### src/rtl/lpm_sub_seq_if.sv
// Operand/result handshake bus for lpm_sub_seq.
// Optional add_sub lane is present only when LPM_SUB_SEQ_ADD_EN is defined.
interface lpm_sub_seq_if #(parameter int lpm_width = 32);
  logic                 in_valid;
  logic                 in_ready;
  logic [lpm_width-1:0] dataa;
  logic [lpm_width-1:0] datab;
  logic                 bin;
`ifdef LPM_SUB_SEQ_ADD_EN
  logic                 add_sub;
`endif
  logic                 out_valid;
  logic                 out_ready;
  logic [lpm_width-1:0] result;
  logic                 bout;
  logic                 overflow;

  // Producer/consumer side (operand registers + result bus)
  modport master (
    output in_valid, dataa, datab, bin,
`ifdef LPM_SUB_SEQ_ADD_EN
    output add_sub,
`endif
    output out_ready,
    input  in_ready, out_valid, result, bout, overflow
  );

  // Sequential subtractor side
  modport slave (
    input  in_valid, dataa, datab, bin,
`ifdef LPM_SUB_SEQ_ADD_EN
    input  add_sub,
`endif
    input  out_ready,
    output in_ready, out_valid, result, bout, overflow
  );
endinterface

### src/rtl/lpm_sub_seq.sv
// Multi-cycle chunked subtractor: result = dataa - datab - bin, chunk_width
// bits per RUN cycle with the borrow rippling through a register.
// Optional macro LPM_SUB_SEQ_ADD_EN adds an add_sub select (1 = add, carry
// reported on bout) with identical latency.
module lpm_sub_seq #(
  parameter int lpm_width   = 32,
  parameter int chunk_width = 8
) (
  input  logic         clock,
  input  logic         reset_n,
  lpm_sub_seq_if.slave bus
);
  localparam int N  = lpm_width / chunk_width;
  localparam int KW = (N > 1) ? $clog2(N) : 1;
  localparam int CW = chunk_width;

  typedef enum logic [1:0] {IDLE, RUN, DONE} state_t;
  state_t state, state_nx;

  logic [lpm_width-1:0] a_q, b_q, result_q;
  logic                 brw, bout_q, ovf_q;
  logic [KW-1:0]        k;
  logic                 last;
  logic                 add_q;
  logic [CW-1:0]        a_chk, b_chk;
  logic [CW:0]          chk_full;
  logic                 ovf_nx;

  assign bus.in_ready  = (state == IDLE) & reset_n;
  assign bus.out_valid = (state == DONE);
  assign bus.result    = result_q;
  assign bus.bout      = bout_q;
  assign bus.overflow  = ovf_q;

  assign last = (k == KW'(N - 1));

  // State register
  always_ff @(posedge clock) begin
    if (!reset_n) state <= IDLE;
    else          state <= state_nx;
  end

  // Next-state: accept in IDLE, N RUN cycles, hold in DONE until consumed
  always_comb begin
    state_nx = state;
    case (state)
      IDLE:    if (bus.in_valid) state_nx = RUN;
      RUN:     if (last)         state_nx = DONE;
      DONE:    if (bus.out_ready) state_nx = IDLE;
      default: state_nx = IDLE;
    endcase
  end

  // One chunk of the ripple: top bit of the (CW+1)-bit result is borrow/carry
  always_comb begin
    a_chk = a_q[int'(k)*CW +: CW];
    b_chk = b_q[int'(k)*CW +: CW];
    if (add_q) begin
      chk_full = {1'b0, a_chk} + {1'b0, b_chk} + {{CW{1'b0}}, brw};
      ovf_nx   = (a_q[lpm_width-1] == b_q[lpm_width-1]) &
                 (chk_full[CW-1] != a_q[lpm_width-1]);
    end else begin
      chk_full = {1'b0, a_chk} - {1'b0, b_chk} - {{CW{1'b0}}, brw};
      ovf_nx   = (a_q[lpm_width-1] != b_q[lpm_width-1]) &
                 (chk_full[CW-1] != a_q[lpm_width-1]);
    end
  end

`ifdef LPM_SUB_SEQ_ADD_EN
  // Operation select captured with the operands
  always_ff @(posedge clock) begin
    if (!reset_n)                              add_q <= 1'b0;
    else if (state == IDLE && bus.in_valid)    add_q <= bus.add_sub;
  end
`else
  assign add_q = 1'b0;
`endif

  // Operand latch, chunk walk and result/flag capture
  always_ff @(posedge clock) begin
    if (!reset_n) begin
      a_q      <= '0;
      b_q      <= '0;
      brw      <= 1'b0;
      k        <= '0;
      result_q <= '0;
      bout_q   <= 1'b0;
      ovf_q    <= 1'b0;
    end else begin
      case (state)
        IDLE: if (bus.in_valid) begin
          a_q <= bus.dataa;
          b_q <= bus.datab;
          brw <= bus.bin;
          k   <= '0;
        end
        RUN: begin
          result_q[int'(k)*CW +: CW] <= chk_full[CW-1:0];
          brw <= chk_full[CW];
          k   <= k + KW'(1);
          if (last) begin
            bout_q <= chk_full[CW];
            ovf_q  <= ovf_nx;
          end
        end
        default: ;
      endcase
    end
  end
endmodule

### src/flat_wrapper.sv
// flat-port wrapper written by rule: the top's interface ports become plain ports
module lpm_sub_seq_flat 
#(
  parameter int lpm_width   = 32,
  parameter int chunk_width = 8
)
  (clock, reset_n, bus_in_valid, bus_dataa, bus_datab, bus_bin, bus_out_ready, bus_in_ready, bus_out_valid, bus_result, bus_bout, bus_overflow);
  lpm_sub_seq_if #(.lpm_width(lpm_width)) bus_i ();
  input  logic clock;
  input  logic reset_n;
  input wire logic [$bits(bus_i.in_valid)-1:0] bus_in_valid;
  input wire logic [$bits(bus_i.dataa)-1:0] bus_dataa;
  input wire logic [$bits(bus_i.datab)-1:0] bus_datab;
  input wire logic [$bits(bus_i.bin)-1:0] bus_bin;
  input wire logic [$bits(bus_i.out_ready)-1:0] bus_out_ready;
  output wire logic [$bits(bus_i.in_ready)-1:0] bus_in_ready;
  output wire logic [$bits(bus_i.out_valid)-1:0] bus_out_valid;
  output wire logic [$bits(bus_i.result)-1:0] bus_result;
  output wire logic [$bits(bus_i.bout)-1:0] bus_bout;
  output wire logic [$bits(bus_i.overflow)-1:0] bus_overflow;
  assign bus_i.in_valid = bus_in_valid;
  assign bus_i.dataa = bus_dataa;
  assign bus_i.datab = bus_datab;
  assign bus_i.bin = bus_bin;
  assign bus_i.out_ready = bus_out_ready;
  assign bus_in_ready = bus_i.in_ready;
  assign bus_out_valid = bus_i.out_valid;
  assign bus_result = bus_i.result;
  assign bus_bout = bus_i.bout;
  assign bus_overflow = bus_i.overflow;
  lpm_sub_seq #(.lpm_width(lpm_width), .chunk_width(chunk_width)) u_core (.clock(clock), .reset_n(reset_n), .bus(bus_i));
endmodule
### config.mk
export PLATFORM = sky130hd
export DESIGN_NAME = lpm_sub_seq_flat
export DESIGN_NICKNAME = d
export VERILOG_FILES = /design/src/rtl/lpm_sub_seq_if.sv /design/src/rtl/lpm_sub_seq.sv /design/src/flat_wrapper.sv
export SDC_FILE = /design/constraint.sdc
export NUM_CORES = 1
export LEC_CHECK = 0
export CORE_MARGIN = 8
export CORE_UTILIZATION = 45
export CTS_CLUSTER_DIAMETER = 120
export DETAILED_ROUTE_END_ITERATION = 7
export PLACE_DENSITY = 0.85
export SETUP_SLACK_MARGIN = 0.02
export SLEW_MARGIN = 30
export SYNTH_ARGS = -nofsm -noshare
export SYNTH_HDL_FRONTEND = slang
export SYNTH_SLANG_ARGS = --single-unit
### constraint.sdc
create_clock -name clock -period 3.59 [get_ports clock]
set_input_delay 0.718 -clock clock [delete_from_list [all_inputs] [get_ports clock]]
set_output_delay 0.718 -clock clock [all_outputs]
set_load 0.01 [all_outputs]
==> impl_metrics.tcl <==
set metrics [dict create \
    clock_skew_ps 6.002 \
    routed_wl_um 12310 \
    overflow 0 \
    p_leak_nw 2.233 \
    synth_fp_nets 633 \
    vias 4104 \
    num_antenna_cells 0 \
    synth-edff-count 0 \
    fin_ws_ps 270.3 \
    ys_warn_count 0 \
    dr.pass1.iters 4 \
    grt_pass1_wl_um 20360 \
    drv_slew 0 \
    syn_area_per_cell_um2 8.793 \
    clockBufferDepth 2 \
    reg2reg_slack_ps 270 \
    grt_pass1_vias 4298 \
    holdCritPathClass "reg2reg" \
    area.growth.synth_to_final_pct 28.62 \
    startpoint_type "flop" \
    tritoncts "done" \
    drive_gt1_frac 0.07053 \
    io_pins 105 \
    slew_headroom 0.4275 \
    synthFlopType "dfxtp_1" \
    numClockSinks 103 \
    fmax_ghz 0.3012 \
    first_iter_violations 291 \
    grt_max_degree 113 \
    rsz0062_at_grt "false" \
    final.period_utilization 0.9247 \
    cp-end-kind "flop" \
    min_period_ps 3320 \
    antenna_found_initial 0 \
    final_core_util 0.5959 \
    synth_top_area_cell "dfxtp_1" \
    post-place-ws_ps 298.3 \
    synth_top_area_share 0.4311 \
    p_total_mw 2.565 \
    die_y_um 119.1 \
    syn_inst 544 \
    critical_path_arrival_ps 3620 \
    initial_core_util 0.4633 \
    vias_per_cell 5.302 \
    nets 723 \
    synthesis.area_um2 4783 \
    vdd_ir_drop_max_mv 0.1980 \
    setup_viol 0 \
    status "finished, final reports clean" \
    criticalPathCategory "reg2reg" \
    cts_root_buf "clkbuf_8" \
    worst_pin_slew_ps 858.8 \
    drc_errors 0 \
    synth-seq-area-share 0.4311 \
    critPathMaxFanout 14 \
    synthDistinctLibCells 37 \
    wl_per_cell_um 15.90 \
    hold_viol 0 \
    dp_hpwl_um 9606 \
    insertion_delay_ps 370 \
    io_buffers 104 \
    synth_most_common_cell "nand2_1" \
    grt_use_total 0.1741 \
    fp.coreArea_um2 10320 \
    holdWs_ps 467.3 \
    finalSetupTns_ps 0 \
    cts_resized 0 \
    yosys-top-cells-count "nand2_1 (151), dfxtp_1 (103), a21boi_0 (67)" \
    die_x_um 119.1 \
    numCtsBuffers 9 \
    cts.htree.levels 3 \
    fillers 859 \
    async_reset_ff_frac 0 \
    crit_required_ps 3890 \
    die_area_um2 14180 \
    maxCapViolCount 0 \
    clk_pin_slew_ps 90 \
    hold_buffers 0 \
    synth.area.top_cells "dfxtp_1 (43%), nand2_1 (12%), a21boi_0 (11%)" \
    power_density_nw_per_um2 417.0 \
    gp_congestion 0.9136 \
    post_cts_buffers 0 \
    ys_ff_latch 103 \
    placementRows 37 \
    ant_nets 0 \
]
==> routing by layer <==
metal | vias up | routed length [um] | track usage | part of all wire
met5 | - | 0 | 0 | 0
met4 | 0 | 370 | 0.07668 | 0.030
met3 | 31 | 881 | 0.05054 | 0.072
met2 | 159 | 6073 | 0.3042 | 0.49
met1 | 1897 | 4984 | 0.1926 | 0.40
li1 | 2017 | - | - | -
==> area by class of cell <==
class	instances	area (um^2)	area share
flip-flops and latches	103	2062	0.3352
clock inverters	5	82.58	0.01342
repair buffers	112	1109	0.1802
well taps	136	170.2	0.02766
inverters	24	90.09	0.01464
clock buffers	10	127.6	0.02074
multi-input cells	384	2511	0.4082
==> placed cells by master (no fill, tap or decap), types with 4 or more instances in the layout <==
master and n:
a21oi_1 4, xnor2_1 5, a22oi_1 16, clkdlybuf4s50_1 103, and2_1 7, a21boi_0 67
clkbuf_8 9, nand2b_1 6, o311ai_0 4, buf_4 7, ha_1 18, o21ai_1 4
nand3_1 15, o21ai_0 12, mux4_2 16, nand2_1 150, nor2b_1 21, nor2_1 11
dfxtp_1 103, nand4_1 7, inv_1 24
==> critical path: stages (launching register included) <==
cell and delay, ps:
dfxtp_1 400, buf_12 180, mux4_2 520, ha_1 290
inv_1 40, ha_1 410, and2_1 240, a311oi_1 370
a21oi_2 110, or4b_1 510, a31oi_1 170
==> registers in the layout, indices dropped and copies added (netlist names) <==
signal	flops
u_core.a_q	32
u_core.b_q	32
u_core.bus.result	32
u_core.k	2
u_core.state	2
u_core.brw	1
u_core.bus.bout	1
u_core.bus.overflow	1
==> power breakdown <==
part | internal (mW) | switching (mW)
logic | 0.257 | 0.297
clock network | 0.392 | 0.389
registers | 1.20 | 0.0336
==> stage by stage <==
stage,instances,cell area [um^2]
4_1_cts,774,6152
5_1_grt,774,6152
3_5_place_dp,759,5942
6_report,774,6152
2_1_floorplan,544,4786
3_3_place_gp,759,5937
==> path summary, 6_finish.rpt <==
check	start	to	cells past startpoint
worst max-delay path	u_core.k[0]	u_core.bus.overflow	10
worst min register to register	u_core.bus.result[5]	u_core.bus.result[5]	2
worst max register to register	u_core.k[0]	u_core.bus.overflow	10
worst min-delay path	u_core.bus.result[5]	u_core.bus.result[5]	2
==> cell families (layout without fill, tap and decap cells) <==
| kind of cell | count (synthesis) | in the layout | synth area share |
|---|---|---|---|
| AO/OA/AOI/OAI | 116 | 116 | 0.1732 |
| XOR/XNOR | 5 | 5 | 0.009155 |
| adder cells (fa/ha/maj) | 20 | 20 | 0.05546 |
| buffers and inverters | 57 | 151 | 0.04578 |
| flip-flops | 103 | 103 | 0.4311 |
| multiplexers | 16 | 16 | 0.07533 |
| AND/OR/NAND/NOR | 227 | 227 | 0.2100 |
Note: power is estimated with default switching activity, not from simulation.
